--- config.mk ---
export PLATFORM = sky130hd
export DESIGN_NAME = mem_fill_arbiter_flat
export DESIGN_NICKNAME = d
export VERILOG_FILES = /design/src/rtl/mem_fill_arbiter_pkg.sv /design/src/rtl/mem_fill_arbiter_if.sv /design/src/rtl/mem_fill_arbiter_rr.sv /design/src/rtl/mem_fill_arbiter.sv /design/src/flat_wrapper.sv
export SDC_FILE = /design/constraint.sdc
export NUM_CORES = 1
export LEC_CHECK = 0
export CAP_MARGIN = 30
export CORE_ASPECT_RATIO = 1.25
export CORE_MARGIN = 2
export CORE_UTILIZATION = 30
export DETAILED_ROUTE_END_ITERATION = 8
export GPL_TIMING_DRIVEN = 0
export SKIP_LAST_GASP = 1
export SLEW_MARGIN = 40
export SYNTH_ARGS = -nofsm -noshare
export SYNTH_HDL_FRONTEND = slang
export SYNTH_SLANG_ARGS = --single-unit
export TNS_END_PERCENT = 30
--- constraint.sdc ---
create_clock -name clk -period 4.5 [get_ports clk]
set_clock_uncertainty 0.05 [all_clocks]
set_input_delay 1.125 -clock clk [delete_from_list [all_inputs] [get_ports clk]]
set_output_delay 1.125 -clock clk [all_outputs]
set_load 0.05 [all_outputs]
--- src/rtl/mem_fill_arbiter_pkg.sv ---
// Shared types and helpers for the cache-to-memory fill arbiter.
package mem_fill_pkg;

  typedef enum logic [1:0] {
    IDLE  = 2'd0,
    WRITE = 2'd1,
    FILL  = 2'd2
  } fillState_t;

  localparam int ARB_FIXED = 0;
  localparam int ARB_RR    = 1;

  // Mask that clears the byte-offset bits of a cache line.
  function automatic logic [31:0] lineBaseMask(input int lineWords, input int dataW);
    return ~(32'(lineWords * dataW / 8) - 32'd1);
  endfunction

endpackage

--- src/rtl/mem_fill_arbiter_if.sv ---
// Request, fill-return and memory-side signals of the fill arbiter.
// master is the cache/memory side, slave is the arbiter.
interface mem_fill_arbiter_if #(
  parameter int ADDR_W     = 16,
  parameter int DATA_W     = 16,
  parameter int NUM_REQ    = 2,
  parameter int LINE_WORDS = 8
);
  localparam int CH_W  = (NUM_REQ > 1) ? $clog2(NUM_REQ) : 1;
  localparam int OFF_W = $clog2(LINE_WORDS);

  logic [NUM_REQ-1:0]        req_valid;
  logic [NUM_REQ-1:0]        req_write;
  logic [NUM_REQ*ADDR_W-1:0] req_addr;
  logic [NUM_REQ*DATA_W-1:0] req_wdata;
  logic [NUM_REQ-1:0]        req_done;

  logic                      fill_valid;
  logic [CH_W-1:0]           fill_ch;
  logic [OFF_W-1:0]          fill_offset;
  logic [DATA_W-1:0]         fill_data;
  logic                      fill_last;
  logic                      busy;

  logic                      mem_en;
  logic                      mem_wr;
  logic [ADDR_W-1:0]         mem_addr;
  logic [DATA_W-1:0]         mem_wdata;
  logic [DATA_W-1:0]         mem_rdata;
  logic                      mem_rvalid;

  modport master (
    output req_valid, req_write, req_addr, req_wdata, mem_rdata, mem_rvalid,
    input  req_done, fill_valid, fill_ch, fill_offset, fill_data, fill_last,
           busy, mem_en, mem_wr, mem_addr, mem_wdata
  );

  modport slave (
    input  req_valid, req_write, req_addr, req_wdata, mem_rdata, mem_rvalid,
    output req_done, fill_valid, fill_ch, fill_offset, fill_data, fill_last,
           busy, mem_en, mem_wr, mem_addr, mem_wdata
  );
endinterface

--- src/rtl/mem_fill_arbiter_rr.sv ---
// Request arbiter: fixed lowest-index priority or round-robin starting
// after the most recently granted channel.
module rr_arbiter
  import mem_fill_pkg::*;
#(
  parameter int NUM_REQ = 2,
  parameter int MODE    = ARB_FIXED,
  parameter int CH_W    = (NUM_REQ > 1) ? $clog2(NUM_REQ) : 1
) (
  input  logic               clk,
  input  logic               rst,
  input  logic [NUM_REQ-1:0] i_req,
  input  logic               i_ptrEn,
  output logic [NUM_REQ-1:0] o_grant,
  output logic [CH_W-1:0]    o_idx,
  output logic               o_any
);

  logic [CH_W-1:0]    r_ptr;
  logic [NUM_REQ-1:0] w_grant;
  logic [CH_W-1:0]    w_idx;
  logic               w_found;

  // Channel examined at search step k; round-robin rotates the start point.
  function automatic int candidate(input logic [CH_W-1:0] ptr, input int k);
    return (MODE == ARB_RR) ? ((int'(ptr) + k) % NUM_REQ) : k;
  endfunction

  // Pick the first requesting channel in search order.
  always_comb begin
    w_grant = '0;
    w_idx   = '0;
    w_found = 1'b0;
    for (int k = 0; k < NUM_REQ; k++) begin
      if (!w_found && i_req[candidate(r_ptr, k)]) begin
        w_found                     = 1'b1;
        w_grant[candidate(r_ptr, k)] = 1'b1;
        w_idx                       = CH_W'(candidate(r_ptr, k));
      end
    end
  end

  // Move the pointer just past the channel that won, wrapping at NUM_REQ.
  always_ff @(posedge clk) begin
    if (rst) begin
      r_ptr <= '0;
    end else if (i_ptrEn && w_found) begin
      r_ptr <= (int'(w_idx) == NUM_REQ - 1) ? '0 : w_idx + CH_W'(1);
    end
  end

  assign o_grant = w_grant;
  assign o_idx   = w_idx;
  assign o_any   = w_found;

endmodule

--- src/rtl/mem_fill_arbiter.sv ---
// Memory front end for the L1 caches: one channel at a time is granted,
// stores go out as single-word writes, misses as pipelined line bursts.
module mem_fill_arbiter
  import mem_fill_pkg::*;
#(
  parameter int ADDR_W     = 16,
  parameter int DATA_W     = 16,
  parameter int NUM_REQ    = 2,
  parameter int LINE_WORDS = 8,
  parameter int MEM_LAT    = 4,
  parameter int ARB_MODE   = ARB_FIXED
) (
  input logic clk,
  input logic rst,
  mem_fill_arbiter_if.slave bus
);

  localparam int CH_W  = (NUM_REQ > 1) ? $clog2(NUM_REQ) : 1;
  localparam int OFF_W = $clog2(LINE_WORDS);
  localparam int CNT_W = OFF_W + 1;
  localparam int BYTES = DATA_W / 8;
  localparam logic [ADDR_W-1:0] LINE_MASK = ADDR_W'(lineBaseMask(LINE_WORDS, DATA_W));

  fillState_t         r_state;
  logic [CH_W-1:0]    r_ch;
  logic [ADDR_W-1:0]  r_lineBase;
  logic [CNT_W-1:0]   r_issueCnt;
  logic [OFF_W-1:0]   r_retCnt;

  logic [NUM_REQ-1:0] r_reqDone;
  logic               r_fillValid;
  logic [CH_W-1:0]    r_fillCh;
  logic [OFF_W-1:0]   r_fillOffset;
  logic [DATA_W-1:0]  r_fillData;
  logic               r_fillLast;
  logic               r_memEn;
  logic               r_memWr;
  logic [ADDR_W-1:0]  r_memAddr;
  logic [DATA_W-1:0]  r_memWdata;

  logic [NUM_REQ-1:0] w_grant;
  logic [CH_W-1:0]    w_idx;
  logic               w_any;
  logic [ADDR_W-1:0]  w_reqAddr;
  logic [DATA_W-1:0]  w_reqWdata;
  logic [ADDR_W-1:0]  w_issueAddr;

  rr_arbiter #(
    .NUM_REQ (NUM_REQ),
    .MODE    (ARB_MODE),
    .CH_W    (CH_W)
  ) u_arb (
    .clk     (clk),
    .rst     (rst),
    .i_req   (bus.req_valid),
    .i_ptrEn (r_state == IDLE),
    .o_grant (w_grant),
    .o_idx   (w_idx),
    .o_any   (w_any)
  );

  assign w_reqAddr   = bus.req_addr[int'(w_idx) * ADDR_W +: ADDR_W];
  assign w_reqWdata  = bus.req_wdata[int'(w_idx) * DATA_W +: DATA_W];
  assign w_issueAddr = r_lineBase + ADDR_W'(int'(r_issueCnt) * BYTES);

  // Controller: grant in IDLE, one-cycle WRITE, FILL issues the whole line
  // back to back while registering returned words as they arrive.
  always_ff @(posedge clk) begin
    if (rst) begin
      r_state      <= IDLE;
      r_ch         <= '0;
      r_lineBase   <= '0;
      r_issueCnt   <= '0;
      r_retCnt     <= '0;
      r_reqDone    <= '0;
      r_fillValid  <= 1'b0;
      r_fillCh     <= '0;
      r_fillOffset <= '0;
      r_fillData   <= '0;
      r_fillLast   <= 1'b0;
      r_memEn      <= 1'b0;
      r_memWr      <= 1'b0;
      r_memAddr    <= '0;
      r_memWdata   <= '0;
    end else begin
      r_reqDone   <= '0;
      r_fillValid <= 1'b0;
      r_fillLast  <= 1'b0;
      r_memEn     <= 1'b0;
      r_memWr     <= 1'b0;
      case (r_state)
        IDLE: begin
          if (w_any) begin
            r_ch       <= w_idx;
            r_lineBase <= w_reqAddr & LINE_MASK;
            r_retCnt   <= '0;
            r_memEn    <= 1'b1;
            if (bus.req_write[w_idx]) begin
              r_state    <= WRITE;
              r_memWr    <= 1'b1;
              r_memAddr  <= w_reqAddr;
              r_memWdata <= w_reqWdata;
              r_reqDone  <= w_grant;
            end else begin
              r_state    <= FILL;
              r_memAddr  <= w_reqAddr & LINE_MASK;
              r_issueCnt <= CNT_W'(1);
            end
          end
        end
        WRITE: begin
          r_state <= IDLE;
        end
        FILL: begin
          if (r_issueCnt < CNT_W'(LINE_WORDS)) begin
            r_memEn    <= 1'b1;
            r_memAddr  <= w_issueAddr;
            r_issueCnt <= r_issueCnt + CNT_W'(1);
          end
          if (r_fillLast) begin
            r_state <= IDLE;
          end else if (bus.mem_rvalid) begin
            r_fillValid  <= 1'b1;
            r_fillData   <= bus.mem_rdata;
            r_fillOffset <= r_retCnt;
            r_fillCh     <= r_ch;
            r_retCnt     <= r_retCnt + OFF_W'(1);
            if (r_retCnt == OFF_W'(LINE_WORDS - 1)) begin
              r_fillLast <= 1'b1;
              r_reqDone  <= NUM_REQ'(1) << r_ch;
            end
          end
        end
        default: begin
          r_state <= IDLE;
        end
      endcase
    end
  end

  assign bus.req_done    = r_reqDone;
  assign bus.fill_valid  = r_fillValid;
  assign bus.fill_ch     = r_fillCh;
  assign bus.fill_offset = r_fillOffset;
  assign bus.fill_data   = r_fillData;
  assign bus.fill_last   = r_fillLast;
  assign bus.busy        = (r_state != IDLE);
  assign bus.mem_en      = r_memEn;
  assign bus.mem_wr      = r_memWr;
  assign bus.mem_addr    = r_memAddr;
  assign bus.mem_wdata   = r_memWdata;

endmodule

--- src/flat_wrapper.sv ---
// flat-port wrapper written by rule: the top's interface ports become plain ports
module mem_fill_arbiter_flat import mem_fill_pkg::*;
#(
  parameter int ADDR_W     = 16,
  parameter int DATA_W     = 16,
  parameter int NUM_REQ    = 2,
  parameter int LINE_WORDS = 8,
  parameter int MEM_LAT    = 4,
  parameter int ARB_MODE   = ARB_FIXED
)
  (clk, rst, bus_req_valid, bus_req_write, bus_req_addr, bus_req_wdata, bus_mem_rdata, bus_mem_rvalid, bus_req_done, bus_fill_valid, bus_fill_ch, bus_fill_offset, bus_fill_data, bus_fill_last, bus_busy, bus_mem_en, bus_mem_wr, bus_mem_addr, bus_mem_wdata);
  mem_fill_arbiter_if #(.ADDR_W(ADDR_W), .DATA_W(DATA_W), .NUM_REQ(NUM_REQ), .LINE_WORDS(LINE_WORDS)) bus_i ();
  input logic clk;
  input logic rst;
  input wire logic [$bits(bus_i.req_valid)-1:0] bus_req_valid;
  input wire logic [$bits(bus_i.req_write)-1:0] bus_req_write;
  input wire logic [$bits(bus_i.req_addr)-1:0] bus_req_addr;
  input wire logic [$bits(bus_i.req_wdata)-1:0] bus_req_wdata;
  input wire logic [$bits(bus_i.mem_rdata)-1:0] bus_mem_rdata;
  input wire logic [$bits(bus_i.mem_rvalid)-1:0] bus_mem_rvalid;
  output wire logic [$bits(bus_i.req_done)-1:0] bus_req_done;
  output wire logic [$bits(bus_i.fill_valid)-1:0] bus_fill_valid;
  output wire logic [$bits(bus_i.fill_ch)-1:0] bus_fill_ch;
  output wire logic [$bits(bus_i.fill_offset)-1:0] bus_fill_offset;
  output wire logic [$bits(bus_i.fill_data)-1:0] bus_fill_data;
  output wire logic [$bits(bus_i.fill_last)-1:0] bus_fill_last;
  output wire logic [$bits(bus_i.busy)-1:0] bus_busy;
  output wire logic [$bits(bus_i.mem_en)-1:0] bus_mem_en;
  output wire logic [$bits(bus_i.mem_wr)-1:0] bus_mem_wr;
  output wire logic [$bits(bus_i.mem_addr)-1:0] bus_mem_addr;
  output wire logic [$bits(bus_i.mem_wdata)-1:0] bus_mem_wdata;
  assign bus_i.req_valid = bus_req_valid;
  assign bus_i.req_write = bus_req_write;
  assign bus_i.req_addr = bus_req_addr;
  assign bus_i.req_wdata = bus_req_wdata;
  assign bus_i.mem_rdata = bus_mem_rdata;
  assign bus_i.mem_rvalid = bus_mem_rvalid;
  assign bus_req_done = bus_i.req_done;
  assign bus_fill_valid = bus_i.fill_valid;
  assign bus_fill_ch = bus_i.fill_ch;
  assign bus_fill_offset = bus_i.fill_offset;
  assign bus_fill_data = bus_i.fill_data;
  assign bus_fill_last = bus_i.fill_last;
  assign bus_busy = bus_i.busy;
  assign bus_mem_en = bus_i.mem_en;
  assign bus_mem_wr = bus_i.mem_wr;
  assign bus_mem_addr = bus_i.mem_addr;
  assign bus_mem_wdata = bus_i.mem_wdata;
  mem_fill_arbiter #(.ADDR_W(ADDR_W), .DATA_W(DATA_W), .NUM_REQ(NUM_REQ), .LINE_WORDS(LINE_WORDS), .MEM_LAT(MEM_LAT), .ARB_MODE(ARB_MODE)) u_core (.clk(clk), .rst(rst), .bus(bus_i));
endmodule
==> results of run 1 <==
[report_power, final]
part	internal (mW)	leakage, nW	switching [mW]	total [mW]
clock network	0.489	0.159	0.272	0.762
registers	0.788	0.657	0.0589	0.847
logic	0.290	1.32	0.447	0.736
[flip-flops by register name, indices dropped and copies added (netlist names)]
signal                  count
u_core.r_issueCnt           4
u_core.bus.req_done         2
u_core.r_state              2
u_core.bus.mem_wr           1
u_core.bus.fill_last        1
u_core.bus.fill_offset      3
u_core.bus.fill_data       16
u_core.r_lineBase          12
u_core.r_ch                 1
u_core.r_retCnt             3
u_core.bus.mem_wdata       16
u_core.bus.mem_en           1
u_core.bus.mem_addr        16
u_core.bus.fill_valid       1
u_core.bus.fill_ch          1
[critical path, cell delays in order, from the launching register on]
cell             delay [ns]
dfxtp_1                0.49
or2_1                  0.16
buf_6                  0.12
clkdlybuf4s50_1        0.82
[cell usage in the layout, fill, tap and decap left out, types with 4 or more instances in the layout]
| cell | n |
|---|---|
| a21oi_1 | 41 |
| mux2i_1 | 28 |
| a211oi_1 | 21 |
| o211ai_1 | 8 |
| clkbuf_1 | 15 |
| xor2_1 | 4 |
| o21ai_0 | 8 |
| clkbuf_16 | 9 |
| buf_2 | 10 |
| a211oi_2 | 15 |
| dfxtp_1 | 80 |
| nor2_2 | 15 |
| nand2_1 | 65 |
| nor3_1 | 5 |
| ha_1 | 5 |
| nor2_1 | 37 |
| clkdlybuf4s50_1 | 144 |
| a32o_1 | 4 |
| nand3_1 | 12 |
| clkbuf_8 | 4 |
[per-stage QoR]
step	util, %	total power [mW]
floorplan	-	1.326
global placement	45.03	1.591
detailed placement	45.03	1.602
CTS	47.76	2.370
global route	47.76	2.455
finish	47.76	2.345
[cells by family (layout without fill, tap and decap cells)]
kind of cell	count (synthesis)	after routing	share of synthesized area (%)
buffers and inverters	31	191	4.399
XOR/XNOR	7	7	1.697
AO/OA/AOI/OAI	104	104	20.82
adder cells (fa/ha/maj)	5	5	1.732
multiplexers	29	29	8.140
AND/OR/NAND/NOR	149	149	18.88
flip-flops	80	80	44.34
[per-layer routing]
metal	GRT usage, %	vias up	wire length (µm)
li1	-	1743	-
met1	20.56	1581	4527
met2	30.15	112	5599
met3	3.802	8	655
met4	5.490	0	108
met5	0	-	0
[final cells by class]
cell class              count  area share, %
multi-input cells         294          33.22
flip-flops and latches     80          28.73
repair buffers            144          25.86
clock buffers              14          5.095
well taps                 161          3.614
plain buffers              30          2.783
clock inverters             2         0.6285
inverters                   1        0.06734
[final timing paths]
path                       startpoint                        to  cells after the start
max                 u_core.r_state[0]                  bus_busy                      3
min          u_core.bus.fill_data[10]  u_core.bus.fill_data[10]                      2
max reg2reg      u_core.r_issueCnt[3]   u_core.bus.mem_addr[14]                      7
min reg2reg  u_core.bus.fill_data[10]  u_core.bus.fill_data[10]                      2
==> reports/metrics.csv, run 1 <==
metric,value,unit
outcome,finished clean,
fill_cells,1184,
clock_latency,0.33,ns
port_buffers,144,
seqCellArea,1602,µm²
area_growth_syn_to_layout,54.31,%
post_drt_via_cell_ratio,4.744,
synth-edff-count,0,
wl,10.89,mm
mappedNetlistNets,497,
cts_tree,yes,
avgRoutedWirePerCell,15.00,µm
clkTransAtPathRegs,0.06,ns
required,3.32,ns
synth_flop_cell,dfxtp_1,
p_leak,2.135,nW
drc,0,
drive_above_1_share,11.50,%
period_share,69.02,%
grt.total_usage,17.18,%
worst_slack,1.394,ns
worstMarginPinSlew,0.7057,ns
design.die.area,12940,µm²
cp_max_fo,8,
layout.cells.non_filler,726,
setup_viol,0,
ctsResizeCount,0,
antenna_found_initial,0,
design_area,5574,µm²
synth_cells,405,
ant_nets,0,
core_area,11670,µm²
ys_warn_count,0,
grt_max_degree,13,
grt_pass1_wl,17.29,mm
holdCritPathClass,register to register,
die_w,102.1,µm
drtPass1Iterations,4,
yosysUniqueCellTypes,42,
die_y,126.7,µm
syn_avg_cell_area,8.919,µm²
hold_slack,0.4022,ns
hpwl,8.426,mm
r2r_slack,2.53,ns
cp-end-kind,output port,
min_period,3.106,ns
critPathKind,register to output port,
routabilityCongestion,0.8293,
num_io_pins,146,
ys_ff_latch,80,
post-place-cells,710,
yosysTopAreaCell,dfxtp_1,
synth_area,3612,µm²
multi_input_area,1852,µm²
vias,3444,
numCtsBuffers,9,
cts.sinks,80,
synth_area_leaders,"dfxtp_1 44%, mux2i_1 7.8%, nand2_1 6.8%",
ir_worst_vdd,211.3,µV
cts_root_buffer,clkbuf_16,
drtIter0Drc,118,
post-cts-setup-buffers,0,
diodes,0,
htreeDepth,3,
grt_pass1_vias,3533,
cp_data_arrival_time,1.93,ns
rsz0062_at_grt,false,
finalHoldViolCount,0,
synth_commonest_cells,"80 x dfxtp_1, 65 x nand2_1, 41 x a21oi_1",
tns,0,ns
clockBufferDepth,2,
initial_core_util,30.95,%
placed_cell_area,5255,µm²
slew_viol_final,0,
yosysSeqAreaShare,44.34,%
fmax,0.3220,GHz
synth_top_area_share,44.34,%
nNetsFinal,652,
startpoint_type,register,
maxCapViolCount,0,
cts_hold_buf,0,
synthArstFlopShare,0,%
pre_cts_slack,1.253,ns
overflow,0,
synth.most_common_cell,dfxtp_1,
core.rowCount,44,
max-slew-margin-rel,52.95,%
powerDensity,420.6,nW/µm²
No activity file was read; power rests on OpenSTA's default activity.
==> inputs of run 2 (changes only) <==
==> constraint.sdc (replaced) <==
create_clock -name clk -period 3 [get_ports clk]
set_clock_uncertainty 0.05 [all_clocks]
set_input_delay 0.75 -clock clk [delete_from_list [all_inputs] [get_ports clk]]
set_output_delay 0.75 -clock clk [all_outputs]
set_load 0.05 [all_outputs]
==> results of run 2 <==
Same layout as run 1 (identical final DEF). Status: finished clean.
Among the figures that moved: setup slack after placement 1.253 ns -> 0.1282 ns; setup slack after layout 1.394 ns -> 0.2691 ns; register-to-register setup slack 2.53 ns -> 1.03 ns; total power 2.345 mW -> 3.517 mW; worst IR drop on VDD 211.3 µV -> 316.9 µV
==> inputs of run 3 (changes only) <==
--- a/config.mk
+++ b/config.mk
@@ -6,7 +6,6 @@
 export NUM_CORES = 1
 export LEC_CHECK = 0
 export CAP_MARGIN = 30
-export CORE_ASPECT_RATIO = 1.25
 export CORE_MARGIN = 2
 export CORE_UTILIZATION = 30
 export DETAILED_ROUTE_END_ITERATION = 8
==> run 3 against run 2 <==
Compared with the run above: sequential share of layout area is 0.17 points higher; clock-buffer cell count shrank 5; cell count fell by 1.9%; routed wire length shrank 2.7%; global-route usage shrank 0.46 points; core utilization down 1.0 points; sequential cell count unchanged; largest cell class unchanged; non-clock buffer count stayed put; combinational power hardly changed; critical path depth unchanged.
==> reports/metrics.csv, run 3 (synthesized netlist as in run 1, its figures left out) <==
metric,value,unit,change
cts_hold_buf,0,,unchanged
cp_data_arrival_time,1.90,ns,was 1.93 ns
tns,0,ns,unchanged
cpMaxStageDelayCell,clkdlybuf4s50_1,,unchanged
final_common_cell,clkdlybuf4s50_1,,unchanged
outcome,finished clean,,unchanged
drtIter0Drc,110,,was 118
layout.cells.non_filler,712,,was 726
worst_slack,0.3037,ns,was 0.2691 ns
cp-end-kind,output port,,unchanged
cts.sinks,80,,unchanged
diodes,0,,unchanged
numCtsBuffers,9,,unchanged
required,2.20,ns,about the same
clkTransAtPathRegs,0.06,ns,about the same
critical_path.max_stage_delay,0.81,ns,was 0.82 ns
core_area,11860,µm²,was 11670 µm²
r2r_slack,1.03,ns,about the same
powerDensity,630.1,nW/µm²,was 630.9 nW/µm²
cpLargestDelayFamily,buffers and inverters,,unchanged
wl,10.59,mm,was 10.89 mm
clockBufferDepth,2,,unchanged
overflow,0,,unchanged
num_io_pins,146,,unchanged
cts_root_buffer,clkbuf_16,,unchanged
min_period,2.696,ns,was 2.731 ns
routabilityCongestion,0.9007,,was 0.8293
finalHoldViolCount,0,,unchanged
crit_chain,"or2_1, buf_6, clkdlybuf4s50_1",,unchanged
die_y,113.7,µm,was 126.7 µm
cp_max_fo,8,,unchanged
die_w,113.7,µm,was 102.1 µm
cts_tree,yes,,unchanged
grt_pass1_vias,3381,,was 3533
post-cts-setup-buffers,0,,unchanged
port_buffers,144,,unchanged
drtPass1Iterations,4,,unchanged
post_drt_via_cell_ratio,4.777,,was 4.744
ant_nets,0,,unchanged
cp_num_buf_inv,2,,unchanged
fill_cells,1172,,was 1184
rsz0062_at_grt,false,,unchanged
critPathKind,register to output port,,unchanged
p_leak,2.115,nW,was 2.135 nW
final_cell_mix,"144 x clkdlybuf4s50_1, 80 x dfxtp_1, 65 x nand2_1",,unchanged
worstMarginPinSlew,0.7337,ns,was 0.7057 ns
fmax,0.3709,GHz,was 0.3662 GHz
clock_latency,0.33,ns,about the same
period_share,89.88,%,was 91.03%
antenna_found_initial,0,,unchanged
grt_max_degree,16,,was 13
startpoint_type,register,,unchanged
grt_pass1_wl,17.10,mm,was 17.29 mm
drc,0,,unchanged
holdCritPathClass,register to register,,unchanged
maxCapViolCount,0,,unchanged
ir_worst_vdd,282.7,µV,was 316.9 µV
post-place-cells,696,,was 710
drive_above_1_share,11.68,%,was 11.50%
setup_viol,0,,unchanged
ctsResizeCount,0,,unchanged
area_growth_syn_to_layout,53.41,%,was 54.31%
slew_viol_final,0,,unchanged
htreeDepth,3,,unchanged
pre_cts_slack,0.1519,ns,was 0.1282 ns
design.die.area,12930,µm²,was 12940 µm²
avgRoutedWirePerCell,14.88,µm,was 15.00 µm
grt.total_usage,16.72,%,was 17.18%
hpwl,8.127,mm,was 8.426 mm
initial_core_util,30.45,%,was 30.95%
vias,3401,,was 3444
max-slew-margin-rel,51.08,%,was 52.95%
nNetsFinal,652,,unchanged
core.rowCount,40,,was 44
-- run 3: changes by cell type in the layout (fill, tap and decap cells not counted), sizes merged --
cell      previous run  this run
clkbuf              28        23
clkinvlp             0         3
inv                  1         3
-- run 3: tightest hold or removal path, delay by kind of cell, from the launching register on --
kind,cells,cell delay [ns]
flops,1,0.31
simple gates,1,0.05
compound gates,1,0.05
-- run 3: metal layers --
layer / global-route usage (%) / vias up / routed length, µm
met3: 6.004 / 10 / 926
met5: 0 / - / 0
li1: - / 1738 / -
met2: 27.11 / 108 / 4777
met4: 5.203 / 0 / 127
met1: 20.87 / 1545 / 4760
-- run 3: path summary, 6_finish.rpt --
kind | cells after the start | to | start
worst max-delay path | 3 | bus_busy | u_core.r_state[0]
worst min-delay path | 2 | u_core.bus.mem_addr[1] | u_core.bus.mem_addr[1]
worst max register to register | 7 | u_core.bus.mem_addr[14] | u_core.r_issueCnt[3]
worst min register to register | 2 | u_core.bus.mem_addr[1] | u_core.bus.mem_addr[1]
-- run 3: cell type report --
| cell class | instances | area, µm² | area share [%] |
|---|---|---|---|
| tap | 147 | 183.9 | 3.319 |
| buffer | 30 | 155.1 | 2.800 |
| timing repair buffer | 144 | 1441 | 26.01 |
| multi-input combinational | 294 | 1852 | 33.42 |
| clock buffer | 9 | 225.2 | 4.064 |
| inverter | 1 | 3.754 | 0.06774 |
| clock inverter | 7 | 78.83 | 1.422 |
| sequential | 80 | 1602 | 28.90 |
-- run 3: power by group --
part           total, mW  leakage (nW)  switching [mW]  internal, mW
logic               1.10          1.32           0.669         0.435
clock network       1.12         0.139           0.467         0.652
registers           1.27         0.657          0.0877          1.18
total               3.49          2.12            1.22          2.27
-- run 3: through the flow --
stage	hold WS [ns]	util [%]	instance area, µm²	power, mW
after floorplan	0.3989	-	3612	1.990
after global placement	0.3916	44.16	5238	2.382
after detailed placement	0.3947	44.16	5238	2.398
after CTS	0.4036	46.72	5542	3.524
after global routing	0.4166	46.72	5542	3.670
final	0.4025	46.72	5542	3.492
